==> src/rtl/output_uart.sv <==
// Byte-wide output port for a simple CPU: each OUT strobe queues one byte in a small FIFO,
// and a transmitter drains it as 8N1 serial frames on tx.
module output_uart #(
    parameter int CLKS_PER_BIT = 4,
    parameter int DEPTH        = 4
) (
    input  logic       clk,
    input  logic       reset,
    input  logic [7:0] bus,
    input  logic       load,
    output logic       tx,
    output logic       busy,
    output logic       full,
    output logic       overflow
);

    localparam int PTR_W = $clog2(DEPTH);
    localparam int CNT_W = PTR_W + 1;
    localparam logic [7:0]       TIMER_MAX = 8'(CLKS_PER_BIT - 1);
    localparam logic [CNT_W-1:0] DEPTH_C   = CNT_W'(DEPTH);

    typedef enum logic [1:0] {
        IDLE,
        START,
        DATA,
        STOP
    } state_t;

    state_t           state_q, state_d;
    logic [7:0]       timer_q, timer_d;
    logic [7:0]       shift_q, shift_d;
    logic [2:0]       bit_idx_q, bit_idx_d;
    logic             tx_q, tx_d;
    logic             overflow_q, overflow_d;
    logic             load_q, load_d;
    logic [PTR_W-1:0] head_q, head_d;
    logic [PTR_W-1:0] tail_q, tail_d;
    logic [CNT_W-1:0] count_q, count_d;
    logic [7:0]       mem_q [DEPTH];
    logic [7:0]       mem_d [DEPTH];

    logic push;
    logic pop;
    logic push_ok;
    logic timer_done;

    // Transmitter: tx is computed one cycle ahead so it leaves a flop; a frame that ends
    // while bytes are still queued goes straight into the next start bit.
    always_comb begin
        state_d    = state_q;
        timer_d    = timer_q;
        shift_d    = shift_q;
        bit_idx_d  = bit_idx_q;
        tx_d       = tx_q;
        pop        = 1'b0;
        timer_done = (timer_q == TIMER_MAX);

        case (state_q)
            IDLE: begin
                tx_d = 1'b1;
                if (count_q != '0) begin
                    pop     = 1'b1;
                    shift_d = mem_q[head_q];
                    timer_d = '0;
                    state_d = START;
                    tx_d    = 1'b0;
                end
            end
            START: begin
                if (timer_done) begin
                    timer_d   = '0;
                    bit_idx_d = '0;
                    state_d   = DATA;
                    tx_d      = shift_q[0];
                end else begin
                    timer_d = timer_q + 8'd1;
                end
            end
            DATA: begin
                if (timer_done) begin
                    timer_d = '0;
                    shift_d = {1'b0, shift_q[7:1]};
                    if (bit_idx_q == 3'd7) begin
                        state_d = STOP;
                        tx_d    = 1'b1;
                    end else begin
                        bit_idx_d = bit_idx_q + 3'd1;
                        tx_d      = shift_q[1];
                    end
                end else begin
                    timer_d = timer_q + 8'd1;
                end
            end
            STOP: begin
                if (timer_done) begin
                    timer_d = '0;
                    if (count_q != '0) begin
                        pop     = 1'b1;
                        shift_d = mem_q[head_q];
                        state_d = START;
                        tx_d    = 1'b0;
                    end else begin
                        state_d = IDLE;
                        tx_d    = 1'b1;
                    end
                end else begin
                    timer_d = timer_q + 8'd1;
                end
            end
            default: begin
                state_d = IDLE;
                tx_d    = 1'b1;
            end
        endcase
    end

    // A full FIFO still accepts a push when the transmitter pops on the same edge.
    always_comb begin
        load_d     = load;
        push       = load && !load_q;
        push_ok    = push && ((count_q != DEPTH_C) || pop);
        overflow_d = overflow_q || (push && !push_ok);
        mem_d      = mem_q;
        tail_d     = tail_q;
        head_d     = head_q;
        if (push_ok) begin
            mem_d[tail_q] = bus;
            tail_d        = tail_q + PTR_W'(1);
        end
        if (pop) begin
            head_d = head_q + PTR_W'(1);
        end
        count_d = count_q + CNT_W'(push_ok) - CNT_W'(pop);
    end

    always_ff @(posedge clk or posedge reset) begin
        if (reset) begin
            state_q    <= IDLE;
            timer_q    <= '0;
            shift_q    <= '0;
            bit_idx_q  <= '0;
            tx_q       <= 1'b1;
            overflow_q <= 1'b0;
            load_q     <= 1'b0;
            head_q     <= '0;
            tail_q     <= '0;
            count_q    <= '0;
            for (int i = 0; i < DEPTH; i++) begin
                mem_q[i] <= '0;
            end
        end else begin
            state_q    <= state_d;
            timer_q    <= timer_d;
            shift_q    <= shift_d;
            bit_idx_q  <= bit_idx_d;
            tx_q       <= tx_d;
            overflow_q <= overflow_d;
            load_q     <= load_d;
            head_q     <= head_d;
            tail_q     <= tail_d;
            count_q    <= count_d;
            mem_q      <= mem_d;
        end
    end

    assign tx       = tx_q;
    assign overflow = overflow_q;
    assign full     = (count_q == DEPTH_C);
    assign busy     = (state_q != IDLE) || (count_q != '0);

endmodule

==> config.mk <==
export PLATFORM = sky130hd
export DESIGN_NAME = output_uart
export DESIGN_NICKNAME = d
export VERILOG_FILES = /design/src/rtl/output_uart.sv
export SDC_FILE = /design/constraint.sdc
export NUM_CORES = 1
export LEC_CHECK = 0
export ABC_AREA = 1
export BUFFER_PORTS_ARGS = -buffer_cell sky130_fd_sc_hd__buf_4
export CAP_MARGIN = 20
export CORE_ASPECT_RATIO = 0.7
export CORE_MARGIN = 5
export CORE_UTILIZATION = 65
export CTS_CLUSTER_SIZE = 8
export DETAILED_ROUTE_END_ITERATION = 8
export PLACE_DENSITY_LB_ADDON = 0.3
export SLEW_MARGIN = 10
export SYNTH_ARGS = -nofsm -noshare
export SYNTH_HDL_FRONTEND = slang
export SYNTH_SLANG_ARGS = --single-unit
==> constraint.sdc <==
create_clock -name clk -period 4.2 [get_ports clk]
set_clock_uncertainty 0.1 [all_clocks]
set_input_delay 0.42 -clock clk [delete_from_list [all_inputs] [get_ports clk]]
set_output_delay 0.42 -clock clk [all_outputs]
set_load 0.005 [all_outputs]
==> results_dict.tcl <==
set metrics [dict create \
    yosys_most_used_dff "dfrtp_1" \
    cts_buffer_depth 2 \
    syn-num-nets 425 \
    async_flop_share_pct 100 \
    diodes 0 \
    yosys-top-cells-area "dfrtp_1, nand2_1, nand4_1" \
    drv_slew 0 \
    synth_cell_types 35 \
    ff2ff_path_depth 10 \
    grtUsageMet1_pct 36.0 \
    drt_iter0_drc 269 \
    syn_area_um2 3320 \
    ant_nets 0 \
    via_per_inst 5.70 \
    h-tree-depth 3 \
    fin_crit_sh_pct 66.1 \
    cts_tree "done" \
    coreArea_um2 4860 \
    netlist_instances 399 \
    rows 21 \
    synth-seq-cells 63 \
    crit_path_start_kind "flop" \
    fin_crit_ps 2780 \
    setup_ws_ps 1420 \
    port_buffers 14 \
    pin_count 15 \
    grt_util_met2_pct 34.0 \
    syn-mean-instance-area_um2 8.32 \
    track_usage_pct 24.5 \
    rsz0062_at_grt "false" \
    power_density_nw_per_um2 795 \
    postCtsSetupRepairBufs 0 \
    drtPass1Iterations 5 \
    cts_root_buf "clkbuf_8" \
    cp_max_fo 41 \
    regArea_um2 1580 \
    r2r-end "count_q[2]$_DFF_PP0_" \
    final_nets 436 \
    drv_cap 0 \
    drc 0 \
    die_w_um 95.4 \
    ctsResizeCount 0 \
    synth_commonest_cells "nand2_1, dfrtp_1, nand4_1" \
    synth-edff-count 0 \
    area_growth_syn_to_layout_pct 9.65 \
    yosysMostFrequentCell "nand2_1" \
    initial_core_util_pct 68.3 \
    synth_top_area_share_pct 46.7 \
    worst_slew_pin_slew_ps 641 \
    leakage_nw 1.82 \
    cp-end-kind "flop" \
    final_hold_viol_count 0 \
    dieArea_um2 6660 \
    antenna_found_initial 0 \
    gr-max-usage-layer "met1" \
    synth.largest_area_cell "dfrtp_1" \
    final.fill_count 330 \
    hold_path.class "input port to async pin" \
    required_ps 4330 \
    drive_above_1_share_pct 11.6 \
    max-slew-margin-rel_pct 57.2 \
    arrival_ps 2910 \
    critPathKind "flop to flop" \
    grt_use_met3_pct 8.79 \
    setup_viol 0 \
    crit-reg2reg-launch "state_q[0]$_DFFE_PP0P_" \
    gr-total-overflow 0 \
    grt_max_degree 42 \
    yosys_warnings 0 \
    status "finished clean" \
    r2r_slack_ps 1420 \
    yosysSeqAreaShare_pct 47.5 \
    place_congestion 0.864 \
    routedWlPerCell_um 15.3 \
    num_vias 2755 \
    cts.reportedPaths.clkPinSlew_ps 70 \
    clock_latency_ps 340 \
    grt_pass1_vias 2580 \
    clock-sinks 63 \
    pre_cts_ws_ps 1450 \
    grt_pass1_wl_mm 12.6 \
    totalWireLength_mm 7.37 \
    multi_input_area_um2 1560 \
    numCtsBuffers 9 \
    place_hpwl_mm 4.95 \
    hold_buffers 0 \
    max_freq_ghz 0.360 \
    peakVddDrop_mv 0.470 \
    tns_ps 0 \
    dieHeight_um 69.8 \
]
area by class of cell:
class                           instances  area share [%]
Sequential cell                        63            43.3
Tap cell                               69            2.37
Clock buffer                           11            3.88
Multi-Input combinational cell        297            42.8
Timing Repair Buffer                   16            3.30
Clock inverter                          4            1.93
Inverter                               23            2.37
sequential cells by signal (all words and copies together), names as in the netlist:
register   count
tail_q         2
count_q        3
bit_idx_q      3
shift_q        8
overflow       1
timer_q        8
load_q         1
mem_q         32
tx             1
head_q         2
state_q        2
through the flow:
step	hold slack (ps)	utilization, %	std cells	power [mW]	cell area [um^2]
after floorplan	337	-	399	2.01	3320
after global placement	349	70.5	468	2.23	3430
after detailed placement	357	70.5	468	2.30	3430
after CTS	84.3	74.9	483	2.89	3640
after global routing	67.0	74.9	483	3.13	3640
final	66.5	74.9	483	2.89	3640
report_power, final:
part           total (mW)  leakage, nW  internal (mW)  switching [mW]
Sequential           1.08        0.781          0.876           0.205
Clock               0.570        0.109          0.345           0.225
Combinational        1.24        0.934          0.433           0.809
Total                2.89         1.82           1.65            1.24
how the worst max path moves through the flow:
stage                                 startpoint              endpoint  slack (ps)  depth (start not counted)
after floorplan           state_q[0]$_DFFE_PP0P_  count_q[2]$_DFF_PP0_        1800                         12
after global placement    state_q[0]$_DFFE_PP0P_  count_q[2]$_DFF_PP0_        1620                         10
after detailed placement  state_q[0]$_DFFE_PP0P_  count_q[2]$_DFF_PP0_        1450                         10
after CTS                 state_q[0]$_DFFE_PP0P_  count_q[2]$_DFF_PP0_        1420                         10
after global routing      state_q[0]$_DFFE_PP0P_  count_q[2]$_DFF_PP0_        1280                         10
final                     state_q[0]$_DFFE_PP0P_  count_q[2]$_DFF_PP0_        1420                         10
layout by cell type (no fill, tap or decap), types with 2 or more instances in the layout:
| master | netlist | final |
|---|---|---|
| a21oi_1 | 2 | 2 |
| buf_4 | 0 | 16 |
| bufinv_16 | 0 | 2 |
| clkbuf_8 | 0 | 10 |
| clkinv_2 | 0 | 2 |
| dfrtp_1 | 62 | 62 |
| ha_1 | 14 | 14 |
| inv_1 | 18 | 17 |
| inv_2 | 4 | 5 |
| nand2_1 | 151 | 151 |
| nand2_2 | 2 | 2 |
| nand3_1 | 15 | 15 |
| nand3_4 | 2 | 2 |
| nand4_1 | 34 | 34 |
| nor2_1 | 23 | 23 |
| nor2_2 | 2 | 2 |
| nor3_1 | 2 | 2 |
| nor3_2 | 2 | 2 |
| o21ai_0 | 22 | 22 |
| o21bai_1 | 2 | 2 |
| o22ai_1 | 8 | 8 |
| xnor2_1 | 2 | 2 |
| xor2_1 | 5 | 5 |
worst max-delay path: stages, from the launching register on:
cell	delay [ps]
dfrtp_1	450
inv_1	120
ha_1	380
nor2_1	70
nand2_1	140
nand3_4	380
nand4_1	210
nand2_1	80
ha_1	200
fa_1	390
xnor2_1	140
per-layer routing:
| layer | routed length [um] | part of all wire, % |
|---|---|---|
| met5 | 0 | 0 |
| met2 | 3240 | 44 |
| met1 | 3460 | 47 |
| met4 | 93 | 1.3 |
| met3 | 572 | 7.8 |
kinds of logic after synthesis:
family	after synthesis	synth area share, %
AND/OR/NAND/NOR	236	32.5
flip-flops	63	47.5
AO/OA/AOI/OAI	39	6.75
buffers and inverters	39	5.54
adder cells (fa/ha/maj)	15	5.88
XOR/XNOR	7	1.85
(Power assumes the default switching activity.)
